[config.mk]
export PLATFORM = sky130hd
export DESIGN_NAME = button_bank_flat
export DESIGN_NICKNAME = d
export VERILOG_FILES = /design/src/rtl/button_bank_if.sv /design/src/rtl/button_bank.sv /design/src/flat_wrapper.sv
export SDC_FILE = /design/constraint.sdc
export NUM_CORES = 1
export LEC_CHECK = 0
export ABC_AREA = 1
export CAP_MARGIN = 20
export CORE_MARGIN = 4
export CORE_UTILIZATION = 50
export DETAILED_ROUTE_END_ITERATION = 7
export GPL_TIMING_DRIVEN = 0
export HOLD_SLACK_MARGIN = 0.08
export PLACE_DENSITY = 0.72
export SYNTH_ARGS = -nofsm -noshare
export SYNTH_HDL_FRONTEND = slang
export SYNTH_SLANG_ARGS = --single-unit
[constraint.sdc]
create_clock -name clock -period 1.7 [get_ports clock]
set_clock_uncertainty 0.1 [all_clocks]
set_input_delay 0.34 -clock clock [delete_from_list [all_inputs] [get_ports clock]]
set_output_delay 0.34 -clock clock [all_outputs]
set_load 0.05 [all_outputs]
[src/rtl/button_bank_if.sv]
// Button bank signal bundle: raw button levels and repeat enables in, debounced levels and pulses out.
// Latency: none; this file only groups wires.
// Backpressure: none; every signal is a plain per-channel level or pulse.
interface button_bank_if #(
    parameter int N_BUTTONS = 4
);
    logic [N_BUTTONS-1:0] entrada;
    logic [N_BUTTONS-1:0] repeat_en;
    logic [N_BUTTONS-1:0] held;
    logic [N_BUTTONS-1:0] pressed;
    logic [N_BUTTONS-1:0] released;

    modport master (
        output entrada,
        output repeat_en,
        input  held,
        input  pressed,
        input  released
    );

    modport slave (
        input  entrada,
        input  repeat_en,
        output held,
        output pressed,
        output released
    );
endinterface

[src/rtl/button_bank.sv]
// Multi-channel push-button front end: synchroniser, debouncer and press/hold/auto-repeat FSM per channel.
// Latency: held rises DEBOUNCE_CYCLES+1 edges after the first low sample; pressed pulses one edge later.
// Backpressure: none; pulses are single-cycle and cannot be stalled.
module button_bank #(
    parameter int N_BUTTONS       = 4,
    parameter int DEBOUNCE_CYCLES = 500000,
    parameter int REPEAT_DELAY    = 25000000,
    parameter int REPEAT_PERIOD   = 5000000
) (
    input logic          clock,
    input logic          reset,
    button_bank_if.slave bus
);
    localparam int CW = $clog2(DEBOUNCE_CYCLES);
    localparam int TW = (REPEAT_DELAY > REPEAT_PERIOD) ? $clog2(REPEAT_DELAY) : $clog2(REPEAT_PERIOD);
    localparam logic [CW-1:0] DB_LAST     = CW'(DEBOUNCE_CYCLES - 1);
    localparam logic [TW-1:0] DELAY_LAST  = TW'(REPEAT_DELAY - 1);
    localparam logic [TW-1:0] PERIOD_LAST = TW'(REPEAT_PERIOD - 1);

    typedef enum logic [1:0] {
        IDLE   = 2'd0,
        HOLD   = 2'd1,
        REPEAT = 2'd2
    } state_t;

    logic [N_BUTTONS-1:0] s1;
    logic [N_BUTTONS-1:0] s2;
    logic [N_BUTTONS-1:0] stable;
    logic [N_BUTTONS-1:0] press_v;
    logic [N_BUTTONS-1:0] rel_v;

    // Two-flop synchroniser; idles at the released (high) level out of reset.
    always_ff @(posedge clock) begin
        if (!reset) begin
            s1 <= '1;
            s2 <= '1;
        end else begin
            s1 <= bus.entrada;
            s2 <= s1;
        end
    end

    assign bus.held     = stable;
    assign bus.pressed  = press_v;
    assign bus.released = rel_v;

    for (genvar i = 0; i < N_BUTTONS; i++) begin : g_ch
        logic          raw;
        logic          stable_q;
        logic [CW-1:0] cnt;
        state_t        state;
        state_t        state_nxt;
        logic [TW-1:0] timer;
        logic [TW-1:0] timer_nxt;
        logic          press_nxt;
        logic          rel_nxt;
        logic          press_q;
        logic          rel_q;

        assign raw        = ~s2[i];
        assign stable[i]  = stable_q;
        assign press_v[i] = press_q;
        assign rel_v[i]   = rel_q;

        // Debouncer: accept a new level only after DEBOUNCE_CYCLES consecutive disagreeing samples.
        always_ff @(posedge clock) begin
            if (!reset) begin
                stable_q <= 1'b0;
                cnt      <= '0;
            end else if (raw == stable_q) begin
                cnt <= '0;
            end else if (cnt == DB_LAST) begin
                stable_q <= raw;
                cnt      <= '0;
            end else begin
                cnt <= cnt + CW'(1);
            end
        end

        // FSM state, repeat timer and registered pulse outputs.
        always_ff @(posedge clock) begin
            if (!reset) begin
                state   <= IDLE;
                timer   <= '0;
                press_q <= 1'b0;
                rel_q   <= 1'b0;
            end else begin
                state   <= state_nxt;
                timer   <= timer_nxt;
                press_q <= press_nxt;
                rel_q   <= rel_nxt;
            end
        end

        // Next state and timer; release always wins over a repeat falling due on the same cycle.
        always_comb begin
            state_nxt = state;
            timer_nxt = timer;
            case (state)
                IDLE: begin
                    if (stable_q) begin
                        state_nxt = HOLD;
                        timer_nxt = '0;
                    end
                end
                HOLD: begin
                    if (!stable_q) begin
                        state_nxt = IDLE;
                        timer_nxt = '0;
                    end else if (!bus.repeat_en[i]) begin
                        timer_nxt = '0;
                    end else if (timer == DELAY_LAST) begin
                        state_nxt = REPEAT;
                        timer_nxt = '0;
                    end else begin
                        timer_nxt = timer + TW'(1);
                    end
                end
                REPEAT: begin
                    if (!stable_q) begin
                        state_nxt = IDLE;
                        timer_nxt = '0;
                    end else if (!bus.repeat_en[i]) begin
                        state_nxt = HOLD;
                        timer_nxt = '0;
                    end else if (timer == PERIOD_LAST) begin
                        timer_nxt = '0;
                    end else begin
                        timer_nxt = timer + TW'(1);
                    end
                end
                default: begin
                    state_nxt = IDLE;
                    timer_nxt = '0;
                end
            endcase
        end

        // Pulse decode: pressed on first press and each repeat, released on debounced release.
        always_comb begin
            press_nxt = 1'b0;
            rel_nxt   = 1'b0;
            case (state)
                IDLE:    press_nxt = stable_q;
                HOLD: begin
                    rel_nxt   = ~stable_q;
                    press_nxt = stable_q & bus.repeat_en[i] & (timer == DELAY_LAST);
                end
                REPEAT: begin
                    rel_nxt   = ~stable_q;
                    press_nxt = stable_q & bus.repeat_en[i] & (timer == PERIOD_LAST);
                end
                default: begin
                    press_nxt = 1'b0;
                    rel_nxt   = 1'b0;
                end
            endcase
        end
    end
endmodule

[src/flat_wrapper.sv]
// flat-port wrapper written by rule: the top's interface ports become plain ports
module button_bank_flat 
#(
    parameter int N_BUTTONS       = 4,
    parameter int DEBOUNCE_CYCLES = 500000,
    parameter int REPEAT_DELAY    = 25000000,
    parameter int REPEAT_PERIOD   = 5000000
)
  (clock, reset, bus_entrada, bus_repeat_en, bus_held, bus_pressed, bus_released);
  button_bank_if #(.N_BUTTONS(N_BUTTONS)) bus_i ();
  input logic clock;
  input logic reset;
  input wire logic [$bits(bus_i.entrada)-1:0] bus_entrada;
  input wire logic [$bits(bus_i.repeat_en)-1:0] bus_repeat_en;
  output wire logic [$bits(bus_i.held)-1:0] bus_held;
  output wire logic [$bits(bus_i.pressed)-1:0] bus_pressed;
  output wire logic [$bits(bus_i.released)-1:0] bus_released;
  assign bus_i.entrada = bus_entrada;
  assign bus_i.repeat_en = bus_repeat_en;
  assign bus_held = bus_i.held;
  assign bus_pressed = bus_i.pressed;
  assign bus_released = bus_i.released;
  button_bank #(.N_BUTTONS(N_BUTTONS), .DEBOUNCE_CYCLES(DEBOUNCE_CYCLES), .REPEAT_DELAY(REPEAT_DELAY), .REPEAT_PERIOD(REPEAT_PERIOD)) u_core (.clock(clock), .reset(reset), .bus(bus_i));
endmodule
==> reports/results.env, run 1 <==
PWR-SHARE-COMB_PCT=23.2
TIMING.FINAL.WS_SETUP_NS=-0.121
R2R-START='u_core.g_ch[0].timer[1]$_SDFFE_PN0P_'
WORST_EP_ARRIVAL_TIME_NS=2.09
REMAINING_DRC_ERRORS=0
SETUP.WORST_PATH.START_CLASS='flip-flop'
NUM-NETS-FINAL=2069
FINALHOLDWORSTSLACK_NS=0.181
SYNTH.NET_COUNT=1937
DRIVE_GT1_SHARE_PCT=29.9
TIMING.CRITICAL_PATH.REQUIRED_NS=1.97
DESIGN.PORTCOUNT=22
CRITICAL-PATH-SLOWEST-CELL='dfxtp_4'
CTS-BUFFERS-INSERTED=24
RELSLEWSLACK_PCT=47.5
GRT_ANTENNA_BEFORE_REPAIR=0
FAMILY_WITH_THE_MOST_DELAY_ON_THE_WORST_PATH='simple AND/OR/NAND/NOR gates'
DRT-PASS1-ITER-COUNT=7
SEQ_AREA_FRAC_SYNTH_PCT=33.3
POWER_PER_CELL_AREA_nW_PER_UM2=846
MAX-CLOCK-PATH-BUFFERS=3
MAX_SLEW.WORST_PIN.SLEW_NS=0.787
HOLDPATHSTAGES=3
FINAL.PERIOD_UTILIZATION_PCT=107
CLK-INSERTION-DELAY-LATE_NS=0.53
SETUP-VIOLATIONS-FINAL=56
LAYOUT.CELL_AREA.NON_FILLER_UM2=16400
YOSYS.CELL_TYPES.COUNT=41
P_SWITCHING_W=0.00410
PLACEMENT_ROWS=57
SEQ_CELLS_POST_SYNTH=204
WORSTREG2REGEND='u_core.g_ch[0].timer[11]$_SDFFE_PN0P_'
TIMING.FINAL.CRIT_PERIOD_NS=1.82
MIN_PATH_TYPE='primary input to flip-flop'
MAXCLOCKFREQUENCY_MHz=549
SYNTH_ASYNC_SR_FLOP_SHARE_PCT=0
TRITONCTS='yes'
POST_SYNTH_INST_COUNT=1903
CTS-HTREE-LEVELS=1
RUN_STATUS='finished, violations left'
FINAL_WEIGHTED_CONGESTION_OF_ROUTABILITY_DRIVEN_GLOBAL_PLACEMENT=0.952
PLACE.PORT_BUFFERS=20
DIE-WIDTH_UM=165
GLOBALROUTEOVERFLOWTOTAL=0
POWER.SWITCHING_FRACTION_PCT=29.7
CLK_TRANSITION_REPORTED_PATHS_NS=0.06
FAILING_CHECKS='setup timing'
HOLD_VIOLATIONS=0
GRT_FIRST_PASS_WIRELENGTH_MM=51.3
INITIALDRTVIOLATIONCOUNT=988
MAX_CAP_VIOLS=0
GRT_MAX_DEGREE=14
UNREPAIRED_SETUP_ENDPOINTS_AFTER_GLOBAL_ROUTING='true'
MIN_DELAY_WORST_ENDPOINT='u_core.g_ch[0].state[1]$_SDFFE_PN0P_'
WL_MM=34.1
FINAL_MAX_SLEW_VIOL_COUNT=0
BEGINNING_OF_THE_WORST_HOLD_PATH='reset'
DPL_CELL_AREA_UM2=12900
POWER_REPORT.INTERNAL_TOTAL_W=0.00973
CRITICAL_PATH.MAX_FANOUT=7
CORE_UM2=24200
REGTOREGSETUPSLACK_NS=-0.12
TIMING.CRITICAL_PATH.TO_TYPE='flip-flop'
CHIPHEIGHT_UM=165
CLOCK_TREE.ROOT_CELL='clkbuf_16'
CLKPWRFRAC_PCT=41.4
VIA_PER_INST=5.33
MAX_STAGE_DELAY_ON_CRIT_PATH_NS=0.37
YS.WARNINGS.COUNT=0
DIE_AREA_UM2=27100
POST_SYNTH_DESIGN_CELL_AREA_UM2=12300
RR_WORST_DEPTH=11
GRT_USE_TOTAL_PCT=22.3
WORSTSETUPPATHTYPE='flip-flop to flip-flop'
AREA_GROWTH_PCT=33.4
WORSTPATHCELLLIST='ha_4 -> nand2_4 -> nor2_4 -> nand3_4 -> nor2_4 -> nand2_2 -> nand2_4 -> nand2_8 -> clkbuf_16 -> nand3_2 -> a21oi_2'
FIRST_GLOBAL_VIAS=11112
DRT.ANTENNA.VIOLATING_NETS=0
PWR-SHARE-SEQ_PCT=35.4
DOMINANTREGCELLSYNTH='dfxtp_1'
POST-DP-HPWL_MM=21.8
WL_CELL_UM=14.3
CLOCK-SINKS=204
INITIAL_UTILIZATION_PCT=50.6
NUMBER_OF_ENABLE_TYPE_REGISTER_CELLS_IN_THE_SYNTHESIZED_NETLIST=0
VDD_IR_DROP_MAX_uV=750
STATIC_LEAKAGE_nW=5.92
DETAILROUTE.VIA_COUNT=12663
CP_NUM_BUF_INV=1
SYNTHESIS.AREA_PER_INSTANCE_UM2=6.44
ANTENNADIODECOUNT=0
per-stage QoR:
stage	power (W)	setup WS [ns]	utilization (%)	std cells	TNS (ns)
final	0.0138	-0.121	67.5	2377	-2.86
after global placement	0.00683	-0.533	53.1	2247	-51.35
after CTS	0.0127	-0.0102	58.7	2315	-0.0288
after global routing	0.0144	-0.200	67.5	2377	-9.23
after detailed placement	0.00687	-0.537	53.1	2247	-54.02
after floorplan	0.00639	0.0177	-	1903	0
cells by family (layout without fill, tap and decap cells):
group                    Yosys count  in the layout  share of synthesized area (%)
adder cells (fa/ha/maj)           24             24                           2.45
AO/OA/AOI/OAI                    177            177                           7.43
XOR/XNOR                          87             87                           6.21
buffers and inverters            296            445                           10.2
flip-flops                       204            204                           33.3
AND/OR/NAND/NOR                 1115           1116                           40.4
power by group through the flow:
stage / combinational, W / sequential, W / clock, W
after floorplan: 0.00138 / 0.00501 / 0
after global placement: 0.00181 / 0.00502 / 0
after detailed placement: 0.00185 / 0.00503 / 0
after CTS: 0.00195 / 0.00491 / 0.00583
after global routing: 0.00341 / 0.00491 / 0.00605
final: 0.00321 / 0.00490 / 0.00573
layout make-up:
cell class,instances,area [um^2]
buffer,60,502
clock buffer,31,688
clock inverter,13,195
fill,1975,7890
inverter,234,883
multi-input combinational,1404,8460
sequential,204,4220
tap,324,405
timing repair buffer,107,996
worst min-delay path, cell delays in order:
cell,delay [ns]
buf_2,0.23
nand2_2,0.13
a21oi_2,0.04
layer usage:
| layer | global-route usage (%) | share of wire [%] | wire (um) | vias to the layer above |
|---|---|---|---|---|
| met1 | 30.1 | 44 | 15000 | 5914 |
| met4 | 5.52 | 2.8 | 943 | 0 |
| met5 | 0 | 0 | 0 | - |
| li1 | - | - | - | 6323 |
| met2 | 37.8 | 48 | 16500 | 346 |
| met3 | 2.85 | 4.8 | 1630 | 80 |
worst max path at each step:
stage,depth (start not counted),start,endpoint
2_1_floorplan,11,u_core.g_ch[0].timer[1]$_SDFFE_PN0P_,u_core.g_ch[0].timer[21]$_SDFFE_PN0P_
3_3_place_gp,6,bus_repeat_en[2],u_core.g_ch[2].timer[15]$_SDFFE_PN0P_
3_5_place_dp,6,bus_repeat_en[2],u_core.g_ch[2].timer[23]$_SDFFE_PN0P_
4_1_cts,11,u_core.g_ch[0].timer[0]$_SDFFE_PN0P_,u_core.g_ch[0].timer[22]$_SDFFE_PN0P_
5_1_grt,11,u_core.g_ch[0].timer[1]$_SDFFE_PN0P_,u_core.g_ch[0].timer[12]$_SDFFE_PN0P_
6_report,11,u_core.g_ch[0].timer[1]$_SDFFE_PN0P_,u_core.g_ch[0].timer[11]$_SDFFE_PN0P_
timing repair:
action	CTS	global route
endpoints found under the hold margin	0	0
buffers inserted	25	52
gates cloned	0	11
hold buffers	0	0
gates resized for setup	158	415
pin swaps	24	77
endpoints found under the setup margin	193	168
sequential cells by signal (all words and copies together) (netlist names):
register and flops:
u_core.g_ch.cnt 76, u_core.g_ch.state 8, u_core.g_ch.rel_q 4, u_core.s2 4
u_core.g_ch.press_q 4, u_core.g_ch.stable_q 4, u_core.s1 4, u_core.g_ch.timer 100
cell usage after synthesis (2+ instances only):
cell type	n	area share, %
nor3_1	56	2.3
and3_1	2	0.10
o21ai_1	2	0.082
nand4_1	42	2.1
o21ai_0	24	0.98
nor2_1	256	7.8
nand3_2	19	1.6
clkinv_1	7	0.21
a31oi_1	4	0.20
nor3b_1	4	0.24
nand3_1	173	7.1
xnor2_1	15	1.1
or2_2	11	0.56
nor4_1	5	0.26
nor2_2	16	0.82
a21oi_1	137	5.6
buf_2	18	0.73
nand2_4	2	0.18
nand2_2	10	0.51
o22ai_1	4	0.20
buf_4	15	0.92
ha_1	24	2.4
xor2_1	72	5.1
dfxtp_1	204	33
inv_2	2	0.061
nand3b_1	4	0.24
inv_1	225	6.9
nand2_1	501	15
nor2_4	7	0.64
clkbuf_1	21	0.64
buf_6	8	0.73
o21bai_1	3	0.18
nor3_2	2	0.16
placed cells by master (no fill, tap or decap), drive strengths merged, types with 2 or more instances in the layout:
master         synthesis  routed
nand2                513     514
nor2                 280     280
inv                  227     228
dfxtp                204     204
nand3                192     192
a21oi                137     137
buf                   41     130
xor2                  72      72
clkbuf                21      60
nor3                  59      59
nand4                 42      42
o21ai                 26      26
ha                    24      24
xnor2                 15      15
or2                   12      12
clkinv                 7      12
clkdlybuf4s50          0       8
bufinv                 0       5
nor4                   5       5
o22ai                  4       4
nand3b                 4       4
a31oi                  4       4
nor3b                  4       4
o21bai                 3       3
and3                   2       2
clkinvlp               0       2
Note: power is estimated with default switching activity, not from simulation.
==> inputs of run 2 (changes only) <==
CORE_MARGIN = 8   (was 4)
==> run 2 against run 1 <==
First-iteration DRC count down 20%. Count of clock-buffer cells in the layout down 2. Sequential share of layout area up 0.36 points. The run still ends with setup timing left. Sequential power about the same. Flip-flop and latch count unchanged. Critical endpoint is now u_core.g_ch[0].timer[12]$_SDFFE_PN0P_. Core utilization down 0.62 points. Non-clock buffer count down 16. Total power up 0.20%.
==> reports/results.env, run 2 (same netlist as run 1, synthesis figures left out) <==
SETUP-VIOLATIONS-FINAL=19  # -66%
WORSTSETUPPATHTYPE='flip-flop to flip-flop'
CP_NUM_BUF_INV=1  # unchanged
REGTOREGSETUPSLACK_NS=-0.03  # +0.09 ns
FINAL_WEIGHTED_CONGESTION_OF_ROUTABILITY_DRIVEN_GLOBAL_PLACEMENT=0.947  # -0.49%
CLKPWRFRAC_PCT=43.1  # +1.7 points
GLOBALROUTEOVERFLOWTOTAL=0  # unchanged
FINAL_MAX_SLEW_VIOL_COUNT=0  # unchanged
CTS-HTREE-LEVELS=1  # unchanged
POWER_PER_CELL_AREA_nW_PER_UM2=858  # +1.4%
BIGGESTREGSBYFLOPS='u_core.g_ch.timer x100, u_core.g_ch.cnt x76, u_core.g_ch.state x8'
GRT_MAX_DEGREE=14  # unchanged
FINAL.PERIOD_UTILIZATION_PCT=102  # -5.4 points
PWR-SHARE-COMB_PCT=21.6  # -1.6 points
POWER.SWITCHING_FRACTION_PCT=29.1  # -0.55 points
MAXCLOCKFREQUENCY_MHz=578  # +5.3%
BEGINNING_OF_THE_WORST_HOLD_PATH='reset'
PLACEMENT_ROWS=57  # unchanged
CRITICAL-PATH-SLOWEST-CELL='dfxtp_2'
HIGHEST_COUNT_CELLS_IN_THE_LAYOUT_IGNORING_FILL_AND_TAPS='nand2_1, inv_1, nor2_1'
TIMING.CRITICAL_PATH.REQUIRED_NS=1.99  # +0.02 ns
HOLDPATHSTAGES=3  # unchanged
MAX_SLEW.WORST_PIN.SLEW_NS=0.757  # -0.0298 ns
TIMING.FINAL.WS_SETUP_NS=-0.0298  # +0.0910 ns
FAMILY_WITH_THE_MOST_DELAY_ON_THE_WORST_PATH='simple AND/OR/NAND/NOR gates'
POWER_REPORT.INTERNAL_TOTAL_W=0.00983  # +0.98%
MIN_DELAY_WORST_ENDPOINT='u_core.g_ch[0].state[0]$_SDFFE_PN0P_'
PWR-SHARE-SEQ_PCT=35.4  # about the same
GRT_FIRST_PASS_WIRELENGTH_MM=52.4  # +2.1%
POST-DP-HPWL_MM=22.0  # +0.72%
DRT.ANTENNA.VIOLATING_NETS=0  # unchanged
FINALHOLDWORSTSLACK_NS=0.165  # -0.0157 ns
HOLD_VIOLATIONS=0  # unchanged
CTS-BUFFERS-INSERTED=25  # +4.2%
VIA_PER_INST=5.25  # -1.4%
WORST_EP_ARRIVAL_TIME_NS=2.02  # -0.07 ns
ANTENNADIODECOUNT=0  # unchanged
AREA_OF_COMBINATIONAL_CELLS_WITH_MULTIPLE_INPUTS_UM2=8420  # -0.55%
UNREPAIRED_SETUP_ENDPOINTS_AFTER_GLOBAL_ROUTING='true'
CTS.HOLD.BUFFERS_ADDED=0  # unchanged
DIE-WIDTH_UM=173  # +4.9%
CLOCK_TREE.ROOT_CELL='clkbuf_16'
P_SWITCHING_W=0.00404  # -1.7%
WL_CELL_UM=14.3  # -0.53%
NUM-NETS-FINAL=2054  # -0.72%
CLK-INSERTION-DELAY-LATE_NS=0.53  # about the same
RELSLEWSLACK_PCT=49.5  # +2.0 points
RUN_STATUS='finished, violations left'
CLOCK-SINKS=204  # unchanged
DETAILROUTE.VIA_COUNT=12410  # -2.0%
CLK_TRANSITION_REPORTED_PATHS_NS=0.06  # about the same
TIMING.FINAL.CRIT_PERIOD_NS=1.73  # -0.0910 ns
DRT-PASS1-ITER-COUNT=5  # -2
PLACE.PORT_BUFFERS=20  # unchanged
INITIAL_UTILIZATION_PCT=50.7  # +0.15 points
R2R-START='u_core.g_ch[0].timer[1]$_SDFFE_PN0P_'
DIE_AREA_UM2=29800  # +10%
UTILIZATION_PCT=66.8  # -0.62 points
CORE_UM2=24200  # -0.29%
SETUP.WORST_PATH.START_CLASS='flip-flop'
WORSTPATHCELLLIST='ha_4 -> nand2_4 -> nor2_4 -> nand3_2 -> nor2_2 -> nand2_2 -> nand2_2 -> nand2_4 -> buf_8 -> nand3_1 -> a21oi_1'
MIN_PATH_TYPE='primary input to flip-flop'
FAILING_CHECKS='setup timing'
GRT_USE_TOTAL_PCT=20.1  # -2.2 points
DPL_CELL_AREA_UM2=12900  # unchanged
INITIALDRTVIOLATIONCOUNT=794  # -20%
GRT_ANTENNA_BEFORE_REPAIR=0  # unchanged
RR_WORST_DEPTH=11  # unchanged
LAYOUT.CELL_AREA.NON_FILLER_UM2=16200  # -1.2%
LARGEST_REG_FLOPS=100  # unchanged
FINAL-SEQ-AREA_UM2=4230  # +0.15%
VDD_IR_DROP_MAX_uV=1210  # +61%
CRITICAL_PATH_DEPTH=11  # unchanged
DRIVE_GT1_SHARE_PCT=30.0  # +0.11 points
DESIGN.PORTCOUNT=22  # unchanged
FIRST_GLOBAL_VIAS=11351  # +2.2%
MAX_CAP_VIOLS=0  # unchanged
WORSTREG2REGEND='u_core.g_ch[0].timer[12]$_SDFFE_PN0P_'
MAX-CLOCK-PATH-BUFFERS=3  # unchanged
CRITICAL_PATH.MAX_FANOUT=10  # +3
CHIPHEIGHT_UM=173  # +4.9%
AREA_GROWTH_PCT=31.8
TRITONCTS='yes'
STATIC_LEAKAGE_nW=5.87  # -0.84%
WL_MM=33.7  # -1.1%
COMMONEST_NON_FILL_NON_TAP_CELL_IN_THE_LAYOUT='nand2_1'
MAX_STAGE_DELAY_ON_CRIT_PATH_NS=0.36  # about the same
REMAINING_DRC_ERRORS=0  # unchanged
TIMING.CRITICAL_PATH.TO_TYPE='flip-flop'
FILLER_CELL_COUNT=2037  # +3.1%
TOP_REG_BY_FLOPS='u_core.g_ch.timer'
run 2: changes by cell type in the layout (fill, tap and decap cells not counted), moves of 5 or more:
cell,change
clkbuf_16,-5
dfxtp_2,+23
nand3_4,-8
nor2_4,+6
buf_4,-8
buf_6,+5
nand3_2,+8
dfxtp_1,-17
dfxtp_4,-6
nor2_2,-9
run 2: cell type report:
cell class | count | area share [%]
clock buffer | 29 | 4.21
multi-input combinational | 1404 | 52.1
inverter | 234 | 5.47
sequential | 204 | 26.2
clock inverter | 17 | 1.56
timing repair buffer | 94 | 5.17
tap | 324 | 2.51
buffer | 57 | 2.81
run 2: power groups by stage:
| stage | clock, W | combinational [W] | sequential (W) |
|---|---|---|---|
| after floorplan | 0 | 0.00138 | 0.00501 |
| after detailed placement | 0 | 0.00183 | 0.00502 |
| after CTS | 0.00607 | 0.00190 | 0.00492 |
| after global routing | 0.00628 | 0.00320 | 0.00491 |
| final | 0.00597 | 0.00299 | 0.00490 |
| after global placement | 0 | 0.00181 | 0.00502 |
run 2: metrics by stage:
stage / std cells / TNS (ns) / worst slack, ns / total power (W)
finish: 2363 / -0.289 / -0.0298 / 0.0139
global route: 2363 / -6.10 / -0.122 / 0.0144
CTS: 2324 / -0.0729 / -0.0274 / 0.0129
detailed placement: 2247 / -53.46 / -0.567 / 0.00685
global placement: 2247 / -50.88 / -0.528 / 0.00683
floorplan: 1903 / 0 / 0.0177 / 0.00639
run 2: repair_timing:
| action | CTS | global route |
|---|---|---|
| buffers inserted | 31 | 37 |
| pin swaps | 20 | 66 |
| endpoints found under the setup margin | 186 | 171 |
| gates resized for setup | 172 | 406 |
| gates cloned | 1 | 7 |
run 2: how the worst max path moves through the flow:
| stage | start | to |
|---|---|---|
| floorplan | u_core.g_ch[0].timer[1]$_SDFFE_PN0P_ | u_core.g_ch[0].timer[21]$_SDFFE_PN0P_ |
| global placement | bus_repeat_en[2] | u_core.g_ch[2].timer[0]$_SDFFE_PN0P_ |
| detailed placement | bus_repeat_en[2] | u_core.g_ch[2].timer[18]$_SDFFE_PN0P_ |
| CTS | u_core.g_ch[1].timer[1]$_SDFFE_PN0P_ | u_core.g_ch[1].timer[24]$_SDFFE_PN0P_ |
| global route | u_core.g_ch[0].timer[11]$_SDFFE_PN0P_ | u_core.g_ch[0].timer[22]$_SDFFE_PN0P_ |
| finish | u_core.g_ch[0].timer[1]$_SDFFE_PN0P_ | u_core.g_ch[0].timer[12]$_SDFFE_PN0P_ |
run 2: per-layer routing:
metal / vias up / part of all wire, % / global-route usage (%)
li1: 6289 / - / -
met1: 5755 / 44 / 25.9
met2: 296 / 48 / 34.2
met3: 70 / 4.3 / 2.70
met4: 0 / 2.8 / 6.38
met5: - / 0 / 0
run 2: worst min-delay path: stages:
cell     delay, ns
buf_2         0.23
nand2_2       0.13
a21oi_1       0.05
==> inputs of run 3 (changes only) <==
TNS_END_PERCENT = 20   (was unset)
==> run 3 against run 2 <==
The run still ends with setup timing left. Setup slack got worse by 0.0091 ns. Cell count fell by 1.0%. Sequential share of layout area rose by 1.2 points. Critical path type unchanged. Critical endpoint is now u_core.g_ch[2].timer[20]$_SDFFE_PN0P_.
==> reports/results.env, run 3 (same netlist as run 1, synthesis figures left out) <==
TOP_REG_BY_FLOPS='u_core.g_ch.timer'
GRT_MAX_DEGREE=14  # unchanged
VDD_IR_DROP_MAX_uV=1200  # -0.51%
HOLD_VIOLATIONS=0  # unchanged
DETAILROUTE.VIA_COUNT=12126  # -2.3%
REMAINING_DRC_ERRORS=0  # unchanged
ROUTE.LAYER.MET1.WL_MM=14.5  # -2.8%
MIN_PATH_TYPE='primary input to flip-flop'
FINAL_MAX_SLEW_VIOL_COUNT=0  # unchanged
COMMONEST_NON_FILL_NON_TAP_CELL_IN_THE_LAYOUT='nand2_1'
GLOBALROUTEOVERFLOWTOTAL=0  # unchanged
UTILIZATION_PCT=63.5  # -3.3 points
RELSLEWSLACK_PCT=51.9  # +2.4 points
MAX-CLOCK-PATH-BUFFERS=3  # unchanged
FINAL-SEQ-AREA_UM2=4200  # -0.65%
WORSTSETUPPATHTYPE='flip-flop to flip-flop'
CTS-HTREE-LEVELS=1  # unchanged
CLK_TRANSITION_REPORTED_PATHS_NS=0.06  # about the same
AREA_OF_COMBINATIONAL_CELLS_WITH_MULTIPLE_INPUTS_UM2=7910  # -6.0%
CLOCK-SINKS=204  # unchanged
WL_CELL_UM=13.8  # -3.2%
DRT.ANTENNA.VIOLATING_NETS=0  # unchanged
INITIALDRTVIOLATIONCOUNT=717  # -9.7%
GRT_ANTENNA_BEFORE_REPAIR=0  # unchanged
TIMING.FINAL.CRIT_PERIOD_NS=1.74  # +0.00905 ns
MAXUSEDROUTINGLAYER='met4'
ANTENNADIODECOUNT=0  # unchanged
WL_MET2_MM=15.6  # -4.7%
POWER_PER_CELL_AREA_nW_PER_UM2=865  # +0.79%
STATIC_LEAKAGE_nW=5.63  # -4.2%
CLOCK_TREE.ROOT_CELL='clkbuf_16'
MAXCLOCKFREQUENCY_MHz=575  # -0.52%
GRT_FIRST_PASS_WIRELENGTH_MM=51.9  # -1.1%
POWER.TOTAL_W=0.0133  # -4.2%
MAX_CAP_VIOLS=0  # unchanged
GRT_USE_TOTAL_PCT=19.8  # -0.24 points
CORE_UM2=24200  # unchanged
INITIAL_UTILIZATION_PCT=50.7  # unchanged
POST-DP-HPWL_MM=22.0  # unchanged
CHIPHEIGHT_UM=173  # unchanged
WL_MET3_MM=1.34  # -8.3%
TRITONCTS='yes'
SETUP.WORST_PATH.START_CLASS='flip-flop'
PLACEMENT_ROWS=57  # unchanged
FIRST_GLOBAL_VIAS=11243  # -0.95%
TIMING.CRITICAL_PATH.REQUIRED_NS=1.98  # about the same
WORST_EP_ARRIVAL_TIME_NS=2.02  # about the same
DIE-WIDTH_UM=173  # unchanged
NUM-NETS-FINAL=2030  # -1.2%
PLACE.PORT_BUFFERS=20  # unchanged
WL_MM=32.3  # -4.2%
LARGEST_REG_FLOPS=100  # unchanged
DESIGN.PORTCOUNT=22  # unchanged
TIMING.FINAL.WS_SETUP_NS=-0.0389  # -0.00905 ns
HIGHEST_COUNT_CELLS_IN_THE_LAYOUT_IGNORING_FILL_AND_TAPS='nand2_1, inv_1, nor2_1'
FINALHOLDWORSTSLACK_NS=0.153  # -0.0120 ns
FINAL.PERIOD_UTILIZATION_PCT=102  # +0.53 points
RUN_STATUS='finished, violations left'
DRT-PASS1-ITER-COUNT=5  # unchanged
CTS-BUFFERS-INSERTED=25  # unchanged
VIA_PER_INST=5.18  # -1.3%
DRIVE_GT1_SHARE_PCT=23.9  # -6.0 points
BIGGESTREGSBYFLOPS='u_core.g_ch.timer x100, u_core.g_ch.cnt x76, u_core.g_ch.state x8'
SETUP-VIOLATIONS-FINAL=37  # +18
CRITICAL_PATH.MAX_FANOUT=7  # -3
FILLER_CELL_COUNT=2177  # +6.9%
AREA_GROWTH_PCT=25.2
TIMING.CRITICAL_PATH.TO_TYPE='flip-flop'
DIE_AREA_UM2=29800  # unchanged
FINAL_WEIGHTED_CONGESTION_OF_ROUTABILITY_DRIVEN_GLOBAL_PLACEMENT=0.947  # unchanged
MAX_SLEW.WORST_PIN.SLEW_NS=0.721  # -0.0365 ns
FAILING_CHECKS='setup timing'
UNREPAIRED_SETUP_ENDPOINTS_AFTER_GLOBAL_ROUTING='true'
CLK-INSERTION-DELAY-LATE_NS=0.53  # about the same
==> run 3: changes by cell type in the layout (fill, tap and decap cells not counted), moves of 6 or more <==
cell     change
a21oi_1     +39
a21oi_2     -39
nand3_1     +24
dfxtp_1     +22
dfxtp_2     -22
buf_4       -15
nand3_2     -12
nand3_4     -12
nor2_1       +8
nor2_4       -6
==> run 3: timing repair <==
| item | CTS | global route |
|---|---|---|
| gates resized for setup | 157 | 277 |
| hold buffers | 0 | 0 |
| pin swaps | 17 | 43 |
| buffers inserted | 18 | 24 |
| setup endpoints to repair | 186 | 171 |
| gates cloned | 0 | 7 |
==> run 3: worst paths after layout <==
path                            slack [ns]                                 start                                    end  depth (start not counted)
worst max-delay path                 -0.04  u_core.g_ch[2].timer[0]$_SDFFE_PN0P_  u_core.g_ch[2].timer[20]$_SDFFE_PN0P_                         11
worst max register to register       -0.04  u_core.g_ch[2].timer[0]$_SDFFE_PN0P_  u_core.g_ch[2].timer[20]$_SDFFE_PN0P_                         11
worst min register to register        0.32               u_core.s1[2]$_SDFF_PN1_                u_core.s2[2]$_SDFF_PN1_                          1
worst min-delay path                  0.15                                 reset   u_core.g_ch[1].timer[0]$_SDFFE_PN0P_                          3
==> run 3: final cells by class <==
type	instances	share of cell area [%]
flip-flops and latches	204	27.4
well taps	324	2.64
multi-input cells	1405	51.5
inverters	234	5.74
plain buffers	59	2.93
repair buffers	67	3.71
clock inverters	17	1.64
clock buffers	29	4.43
==> run 3: routing by layer <==
| layer | global-route usage [%] | vias up |
|---|---|---|
| met3 | 2.61 | 60 |
| met2 | 33.9 | 261 |
| met5 | 0 | - |
| met1 | 25.7 | 5573 |
| met4 | 5.76 | 0 |
| li1 | - | 6232 |
==> run 3: report_power, final <==
part           leakage (nW)  total (W)  internal [W]  switching, W
Clock                 0.446    0.00596       0.00378       0.00218
Combinational          3.49    0.00242      0.000898       0.00152
Sequential             1.69    0.00490       0.00485     0.0000521
==> run 3: stage by stage <==
stage / setup WS (ns) / instances / instance area [um^2] / TNS [ns]
CTS: -0.0335 / 2311 / 14200 / -0.162
floorplan: 0.0177 / 1903 / 12300 / 0
finish: -0.0389 / 2339 / 15400 / -0.587
global placement: -0.528 / 2247 / 12900 / -50.88
global route: -0.162 / 2339 / 15400 / -8.06
detailed placement: -0.567 / 2247 / 12900 / -53.46
==> run 3: worst max-delay path, stage by stage, from the launching register on <==
cell and delay, ns:
dfxtp_2 0.36, ha_4 0.15, nand3_4 0.09, nor2_8 0.12, nand2_4 0.06, inv_2 0.06
nand3_2 0.11, nand2_2 0.12, nand2_4 0.11, clkbuf_16 0.18, nand3_1 0.06, a21oi_1 0.06
